$ cat config.mk
export PLATFORM = sky130hd
export DESIGN_NAME = fetch_cycle_measure_ctrl
export DESIGN_NICKNAME = d
export VERILOG_FILES = /design/src/rtl/fetch_cycle_measure_ctrl_pkg.sv /design/src/rtl/fetch_cycle_measure_ctrl_lane_hit_encoder.sv /design/src/rtl/fetch_cycle_measure_ctrl.sv
export SDC_FILE = /design/constraint.sdc
export NUM_CORES = 1
export LEC_CHECK = 0
export CAP_MARGIN = 20
export CORE_ASPECT_RATIO = 0.9
export CORE_MARGIN = 5
export CORE_UTILIZATION = 35
export CTS_BUF_LIST = sky130_fd_sc_hd__clkbuf_8
export CTS_CLUSTER_SIZE = 8
export DETAILED_ROUTE_END_ITERATION = 10
export GPL_ROUTABILITY_DRIVEN = 0
export SYNTH_ARGS = -nofsm -noshare
export SYNTH_HDL_FRONTEND = slang
export SYNTH_SLANG_ARGS = --single-unit
$ cat constraint.sdc
create_clock -name clk -period 2.69 [get_ports clk]
set_clock_uncertainty 0.2 [all_clocks]
set_input_delay 0.269 -clock clk [delete_from_list [all_inputs] [get_ports clk]]
set_output_delay 0.269 -clock clk [all_outputs]
set_load 0.02 [all_outputs]
$ cat src/rtl/fetch_cycle_measure_ctrl_pkg.sv
// Shared fetch-unit measurement types: controller state encoding, cycle/hit count
// types and the lane-index width helper.
package FetchUnitTypes;

  localparam int unsigned CNT_WIDTH_DEF = 32;
  localparam int unsigned HIT_WIDTH_DEF = 16;

  typedef enum logic [1:0] {
    IDLE    = 2'd0,
    ARMED   = 2'd1,
    RUNNING = 2'd2,
    DONE    = 2'd3
  } MeasureState;

  typedef logic [CNT_WIDTH_DEF-1:0] MeasureCycle;
  typedef logic [HIT_WIDTH_DEF-1:0] HitCount;

  function automatic int unsigned lane_idx_width(input int unsigned lanes);
    return (lanes > 32'd1) ? $clog2(lanes) : 32'd1;
  endfunction

endpackage

$ cat src/rtl/fetch_cycle_measure_ctrl_lane_hit_encoder.sv
// Combinational summary of the per-lane hit strobes: number of lanes hit,
// lowest hit lane index and an any-hit flag.
module lane_hit_encoder
  import FetchUnitTypes::*;
#(
  parameter int unsigned LANE_NUM = 2,
  parameter int unsigned PC_W     = $clog2(LANE_NUM + 1),
  parameter int unsigned IDX_W    = lane_idx_width(LANE_NUM)
) (
  input  logic [LANE_NUM-1:0] lane_hit_i,
  output logic [PC_W-1:0]     pop_o,
  output logic [IDX_W-1:0]    low_idx_o,
  output logic                any_o
);

  // Walk from the top lane down so the lowest set lane wins the index.
  always_comb begin
    pop_o     = '0;
    low_idx_o = '0;
    for (int i = LANE_NUM - 1; i >= 0; i--) begin
      low_idx_o = lane_hit_i[i] ? IDX_W'(i) : low_idx_o;
      pop_o     = pop_o + PC_W'(lane_hit_i[i]);
    end
  end

  assign any_o = |lane_hit_i;

endmodule

$ cat src/rtl/fetch_cycle_measure_ctrl.sv
// Fetch-stage measurement controller: free-running cycle counter plus an
// IDLE/ARMED/RUNNING/DONE sequencer capturing begin/end cycles and lane hits.
module fetch_cycle_measure_ctrl
  import FetchUnitTypes::*;
#(
  parameter int unsigned LANE_NUM  = 2,
  parameter int unsigned CNT_WIDTH = 32,
  parameter int unsigned HIT_WIDTH = 16
) (
  input  logic                                clk,
  input  logic                                rst,
  input  logic                                cmdStart,
  input  logic                                cmdStop,
  input  logic                                cmdClear,
  input  logic [LANE_NUM-1:0]                 laneHit,
  output logic [CNT_WIDTH-1:0]                cycleCount,
  output logic [CNT_WIDTH-1:0]                beginCycle,
  output logic [lane_idx_width(LANE_NUM)-1:0] beginLane,
  output logic                                beginValid,
  output logic [CNT_WIDTH-1:0]                endCycle,
  output logic [CNT_WIDTH-1:0]                elapsed,
  output logic [HIT_WIDTH-1:0]                hitCount,
  output logic                                hitOverflow,
  output logic [1:0]                          state,
  output logic                                done
);

  localparam int unsigned IDX_W = lane_idx_width(LANE_NUM);
  localparam int unsigned PC_W  = $clog2(LANE_NUM + 1);
  localparam int unsigned SUM_W = ((HIT_WIDTH > PC_W) ? HIT_WIDTH : PC_W) + 1;

  MeasureState          state_q;
  logic [CNT_WIDTH-1:0] cnt_q, begin_q, end_q, elapsed_q;
  logic [IDX_W-1:0]     lane_q;
  logic                 valid_q, ovf_q, done_q;
  logic [HIT_WIDTH-1:0] hit_q, hit_d;

  logic [PC_W-1:0]      pop_s;
  logic [IDX_W-1:0]     low_idx_s;
  logic                 any_s;
  logic [SUM_W-1:0]     hit_sum_s;
  logic                 hit_sat_s;

  lane_hit_encoder #(
    .LANE_NUM (LANE_NUM),
    .PC_W     (PC_W),
    .IDX_W    (IDX_W)
  ) u_enc (
    .lane_hit_i (laneHit),
    .pop_o      (pop_s),
    .low_idx_o  (low_idx_s),
    .any_o      (any_s)
  );

  // Saturating accumulate of this cycle's hits; the sum is one bit wider so
  // clamping can be detected without wrap.
  always_comb begin
    hit_sum_s = SUM_W'(hit_q) + SUM_W'(pop_s);
    if (hit_sum_s > SUM_W'({HIT_WIDTH{1'b1}})) begin
      hit_sat_s = 1'b1;
      hit_d     = {HIT_WIDTH{1'b1}};
    end else begin
      hit_sat_s = 1'b0;
      hit_d     = hit_sum_s[HIT_WIDTH-1:0];
    end
  end

  // Cycle counter and measurement sequencer with registered result outputs.
  always_ff @(posedge clk) begin
    if (rst) begin
      cnt_q     <= '0;
      state_q   <= IDLE;
      begin_q   <= '0;
      lane_q    <= '0;
      valid_q   <= 1'b0;
      end_q     <= '0;
      elapsed_q <= '0;
      hit_q     <= '0;
      ovf_q     <= 1'b0;
      done_q    <= 1'b0;
    end else begin
      cnt_q <= cnt_q + CNT_WIDTH'(1);
      if (cmdClear) begin
        state_q   <= IDLE;
        begin_q   <= '0;
        lane_q    <= '0;
        valid_q   <= 1'b0;
        end_q     <= '0;
        elapsed_q <= '0;
        hit_q     <= '0;
        ovf_q     <= 1'b0;
        done_q    <= 1'b0;
      end else begin
        case (state_q)
          IDLE, DONE: begin
            if (cmdStart) begin
              state_q   <= ARMED;
              begin_q   <= '0;
              lane_q    <= '0;
              valid_q   <= 1'b0;
              end_q     <= '0;
              elapsed_q <= '0;
              hit_q     <= '0;
              ovf_q     <= 1'b0;
              done_q    <= 1'b0;
            end
          end
          ARMED: begin
            if (cmdStop) begin
              state_q   <= DONE;
              done_q    <= 1'b1;
              valid_q   <= 1'b0;
              end_q     <= cnt_q;
              elapsed_q <= '0;
              hit_q     <= '0;
            end else if (any_s) begin
              // hit_q is zero here, so the accumulate yields this cycle's popcount.
              state_q <= RUNNING;
              begin_q <= cnt_q;
              lane_q  <= low_idx_s;
              valid_q <= 1'b1;
              hit_q   <= hit_d;
              ovf_q   <= ovf_q | hit_sat_s;
            end
          end
          RUNNING: begin
            if (cmdStop) begin
              state_q   <= DONE;
              done_q    <= 1'b1;
              end_q     <= cnt_q;
              elapsed_q <= cnt_q - begin_q;
            end else begin
              hit_q <= hit_d;
              ovf_q <= ovf_q | hit_sat_s;
            end
          end
          default: begin
            state_q <= IDLE;
            done_q  <= 1'b0;
          end
        endcase
      end
    end
  end

  assign cycleCount  = cnt_q;
  assign beginCycle  = begin_q;
  assign beginLane   = lane_q;
  assign beginValid  = valid_q;
  assign endCycle    = end_q;
  assign elapsed     = elapsed_q;
  assign hitCount    = hit_q;
  assign hitOverflow = ovf_q;
  assign state       = state_q;
  assign done        = done_q;

endmodule

==> Word level (Yosys, flattened, before mapping) <==
Index checks and enable logic that the tools add are counted.
{ "totals": {"register_bits": 150, "latchBits": 0, "ram_bits": 0, "romBits": 0, "in_bits": 7, "out_inout_bits": 150, "elab_cells": 76, "mem_count": 0} }
{ "op_classes": {"n_addsub": 4, "n_mul": 0, "div_mod_pow": 0, "order_cmp": 1, "n_eq_ne": 11, "shift": 0, "muxes": 36, "bitwise_logic": 1, "reduce_logical": 13} }
{ "ops": {"columns": ["cell", "count"], "rows": [
  ["32-bit 2-to-1 mux", 6],
  ["32-bit one-hot mux with 2 select lines", 2],
  ["32-bit one-hot mux with 3 select lines", 1],
  ["16-bit 2-to-1 mux", 5],
  ["16-bit one-hot mux with 3 select lines", 1],
  ["32-bit by 1-bit adder with 32-bit output (second input constant)", 1],
  ["32-bit subtractor", 1],
  ["16-bit by 2-bit adder with 17-bit output", 1],
  ["17-bit by 16-bit greater-than comparator with 1-bit output (second input constant)", 1],
  ["1-bit 2-to-1 mux", 12],
  ["2-bit inequality test (second input constant)", 6],
  ["3-bit AND reduction", 4],
  ["2-bit 2-to-1 mux", 4],
  ["4-bit AND reduction", 2],
  ["2-bit OR reduction", 4],
  ["1-bit one-hot mux with 2 select lines", 3],
  ["2-bit one-hot mux with 3 select lines", 1],
  ["2-bit == test (second input constant)", 2],
  ["3-bit inequality test (second input constant)", 1],
  ["1-bit one-hot mux with 3 select lines", 1],
  ["1-bit by 1-bit adder with 2-bit output", 1],
  ["2-bit by 1-bit == test with 1-bit output (second input constant)", 1],
  ["2-bit logical NOT", 1],
  ["2-bit by 1-bit inequality test with 1-bit output (second input constant)", 1],
  ["3 further kinds", 3]
]} }

==> Longest topological paths before layout <==
{ "logic_depth": {"depth_word": 8, "mapped_depth": 11, "depth_no_buf": 11} }

==> Modules after synthesis <==
Synthesis repeated with hierarchy kept, for this count alone.
{ "hier_totals": {"hier_cells": 1007, "area_unflattened_um2": 7871.3} }
{ "by_module_without_submodules": {"columns": ["mod", "instances", "cells_per_inst", "area_per_inst_um2", "seq_area_each_um2"], "rows": [
  ["fetch_cycle_measure_ctrl", 1, 1001, 7822.5, 3002.9],
  ["lane_hit_encoder", 1, 6, 48.8, 0.0]
]} }

==> Worst setup path after synthesis <==
OpenSTA, ideal clock, no wires.
{ "synth_timing": {"path_kind": "reg2reg", "startpoint": "register cnt_q[0], in the netlist cycleCount[0]", "endpoint": "register elapsed_q[28], in the netlist elapsed[28]", "setup_ns": 0.117, "arrival_ns": 2.338, "required_time_ns": 2.373, "path_slack_ns": 0.035, "stages_incl_launch_ff": 12, "n_path_buf": 0, "synth_period_minus_slack_ns": 2.655, "path_cell_list": "dfxtp_1 > inv_1 > ha_1 > inv_1 > fa_1 > a21oi_1 > o211ai_1 > nand3_1 > a31oi_1 > and3_1 > or3_1 > a32o_1"} }
{ "synth_between": {"elab_chain_len": 3} }
{ "synth_rtl": {"columns": ["item", "line", "rtl"], "rows": [
  ["start: declaration", "fetch_cycle_measure_ctrl.sv:33", "logic [CNT_WIDTH-1:0] cnt_q, begin_q, end_q, elapsed_q;"],
  ["start signal: assignment", "fetch_cycle_measure_ctrl.sv:82", "cnt_q <= cnt_q + CNT_WIDTH'(1);"],
  ["32-bit subtractor", "fetch_cycle_measure_ctrl.sv:131", "elapsed_q <= cnt_q - begin_q;"],
  ["32-bit 2-to-1 mux", "fetch_cycle_measure_ctrl.sv:127", "if (cmdStop) begin"],
  ["32-bit one-hot mux with 3 select lines", "fetch_cycle_measure_ctrl.sv:94", "case (state_q)"],
  ["end signal: assignment", "fetch_cycle_measure_ctrl.sv:131", null],
  ["end: declaration", "fetch_cycle_measure_ctrl.sv:33", null]
]} }
Every way passes these cells. The select of a mux whose other input is x is not followed.
A chain may end at the register's enable or synchronous reset.

==> Final worst setup path <==
Ends and elaborated chain as after synthesis.

==> impl_metrics.py <==
metrics = {
    "worst_setup_path": {
        "critical_path_peak_fanout": 3,
        "start_kind": "register",
        "slowest_stage": "fa_2",
        "cp.required_ps": 2830,
        "slowest_delay_ps": 380,
        "cp-end-kind": "register",
        "arrival_ps": 2730,
        "cp_top_family": "compound AO/OA/AOI/OAI gates",
        "path_cells": "inv_2 > ha_4 > inv_2 > fa_2 > a21oi_4 > o211ai_1 > nand3_1 > a31oi_2 > and3_1 > or3_1 > a32o_1",
        "crit_path_frequent_cell": "inv_2",
        "critical_path_class": "register to register",
        "crit_buf_inv": 2,
    },
    "finish": {
        "diodes": 0,
        "finalCoreUtilization_pct": 49.0,
        "area_growth_pct": 36.7,
        "layout_common_cells": "156 x clkdlybuf4s50_1, 148 x dfxtp_1, 109 x nor2_1",
        "final_nets": 1209,
        "stdcell_count": 1469,
        "drive_gt1_share_pct": 12.5,
        "final_common_cell": "clkdlybuf4s50_1",
    },
    "run": {
        "cap_violations": 0,
    },
    "routing": {
        "first_pass_iters": 5,
        "avgRoutedWirePerCell_um": 16.7,
        "drc": 0,
        "ant_nets": 0,
        "wl_mm": 24.5,
        "via_per_inst": 5.11,
        "drt_iter0_markers": 436,
        "route.vias.total": 7502,
    },
    "die": {
        "design.core.area_sq_mm": 0.0218,
        "start_util_pct": 35.8,
        "die_w_um": 167,
        "std_cell_rows": 51,
        "dieArea_sq_mm": 0.0254,
        "io_pins": 157,
        "die_h_um": 152,
    },
    "placement": {
        "placed_cells": 1435,
        "port_buffers": 156,
        "dp_hpwl_mm": 18.5,
    },
    "global_routing": {
        "grt_pass1_vias": 6940,
        "antenna_found_initial": 0,
        "grt_overflow": 0,
        "grt_pass1_wl_mm": 38.9,
        "grt_max_degree": 41,
        "grt_use_total_pct": 19.0,
    },
    "power": {
        "internal-power_mw": 3.39,
        "comb_power_share_pct": 9.8,
        "power_mw": 4.59,
        "ir_drop_uv": 312,
        "leakagePower_nw": 3.93,
        "pwr-share-seq_pct": 48.6,
        "switchingPower_mw": 1.21,
        "swShare_pct": 26.3,
        "p_clk_share_pct": 41.6,
        "power_density_mw_per_mm2": 431,
    },
    "clocking": {
        "cts-buffers-inserted": 17,
        "cts_tree": "done",
        "clk_pin_slew_worst_paths_ps": 90,
        "clock_latency_ps": 450,
        "root_buffer": "clkbuf_8",
        "postCtsHoldBufs": 0,
        "clock-sinks": 150,
        "cts_htree_levels": 4,
        "clk_path_buf_depth": 2,
    },
    "sta": {
        "period_minus_slack_ps": 2590,
        "rsz0062_at_grt": "yes",
        "setup_viol": 0,
        "period_share_pct": 96.3,
        "finalMaxSlewViolations": 0,
        "fmax_ghz": 0.386,
        "hold_viol": 0,
        "slew_headroom_pct": 46.2,
        "fin_tns_setup_ps": 0,
        "tightest_slew_ps": 806,
    },
    "logic_synthesis": {
        "synth_top_area_share_pct": 38.5,
        "yosys.cell_types.count": 69,
        "synth-seq-cells": 150,
        "post_synth.cell_area_avg_sq_um": 8.08,
        "synth-main-ff-cell": "dfxtp_1",
        "netlist_area_sq_mm": 0.00780,
        "synth_edf_count": 0,
        "ys_seq_area_share_pct": 38.5,
        "synth_nets": 1009,
        "yosys_warnings": 0,
        "syn_inst": 965,
        "synth_area_leader_cell": "dfxtp_1",
        "synth.area.top_cells": "dfxtp_1 39%, a21oi_1 6.5%, ha_1 5.6%",
        "async_flop_share_pct": 0,
    },
    "worst_hold_path": {
        "hold_class": "register to register",
    },
    "outcome": {
        "status": "finished clean",
    },
}
## flip-flops by register name, indices dropped and copies added, names as in the netlist
register	flops
hitOverflow	1
cycleCount	32
beginLane	1
beginValid	1
endCycle	32
elapsed	32
hitCount	16
state	2
done	1
beginCycle	32
## cell type report
cell class,instances,area (sq um)
clock inverter,13,170
multi-input combinational,718,4490
tap,291,364
fill,2126,11100
sequential,150,3010
inverter,44,165
clock buffer,19,262
timing repair buffer,234,2200
## what timing repair did
item / 4_1_cts / 5_1_grt
pin swaps: 2 / 10
gates resized for setup: 2 / 13
setup buffers: 0 / 2
setup endpoints to repair: 6 / 12
cloned: 0 / 0
## power by group through the flow
stage	clock, mW	sequential [mW]	combinational, mW
final	1.91	2.23	0.450
after global routing	2.06	2.23	0.487
after CTS	1.97	2.23	0.437
after detailed placement	0	2.28	0.435
after global placement	0	2.28	0.436
after floorplan	0	2.29	0.262
## final timing paths
path                                          startpoint                  endpoint  slack [ps]  cells after the start
worst max register to register  cycleCount[0]$_SDFF_PP0_  elapsed[28]$_SDFFE_PP0P_         100                     11
worst min-delay path            elapsed[22]$_SDFFE_PP0P_  elapsed[22]$_SDFFE_PP0P_         250                      2
worst max-delay path            cycleCount[0]$_SDFF_PP0_  elapsed[28]$_SDFFE_PP0P_         100                     11
worst min register to register  elapsed[22]$_SDFFE_PP0P_  elapsed[22]$_SDFFE_PP0P_         250                      2
## cells in the mapped netlist (4+ instances only)
cell      count
inv_1        44
ha_1         35
and2_1        6
clkbuf_1     44
nand2_1     100
nand3_1      34
or3_1         6
nor3_1       12
o31ai_1       5
o21ai_0      41
nor2b_1       7
xor2_1       31
o21a_1        6
nor2_1      109
dfxtp_1     150
nand3b_1     33
buf_2         7
a211oi_1     10
a22oi_1      40
o21bai_1      7
nand4_1      17
a21oi_1     102
o21ai_1      12
and3_1       11
xnor2_1      20
o211ai_1      8
a31oi_1       5
nand2b_1      5
a21o_1        4
## metrics by stage
stage	hold slack [ps]	setup WS (ps)	cell area (sq um)
after detailed placement	240	-74.7	10100
after floorplan	280	35.0	7800
after global placement	237	-19.7	10100
after global routing	263	-29.5	10700
after CTS	252	18.2	10600
final	247	100	10700
## logic make-up after synthesis
logic type / count (synthesis) / share of synthesized area, %
and+or+nand+nor: 365 / 23.5
xor gates and xnor gates: 51 / 5.73
DFF: 150 / 38.5
AOI/OAI and AO/OA: 263 / 21.1
muxes: 2 / 0.257
adders and majority gates: 37 / 6.13
buffers and inverters: 97 / 4.78
## metal layers
layer / routed length (um) / GRT usage, % / up-vias / share of wire, %
met5: 0 / 0 / - / 0
met4: 707 / 6.53 / 0 / 2.9
met3: 1470 / 4.31 / 32 / 6.0
met2: 10100 / 26.4 / 218 / 41
met1: 12300 / 28.5 / 3448 / 50
li1: - / - / 3804 / -
## worst register-to-register path, stage by stage (launching register included)
cell and delay [ps]:
dfxtp_2 340, inv_2 70, ha_4 130, inv_2 30, fa_2 380, a21oi_4 190
o211ai_1 170, nand3_1 140, a31oi_2 120, and3_1 180, or3_1 300, a32o_1 240
Note: power is estimated with default switching activity, not from simulation.
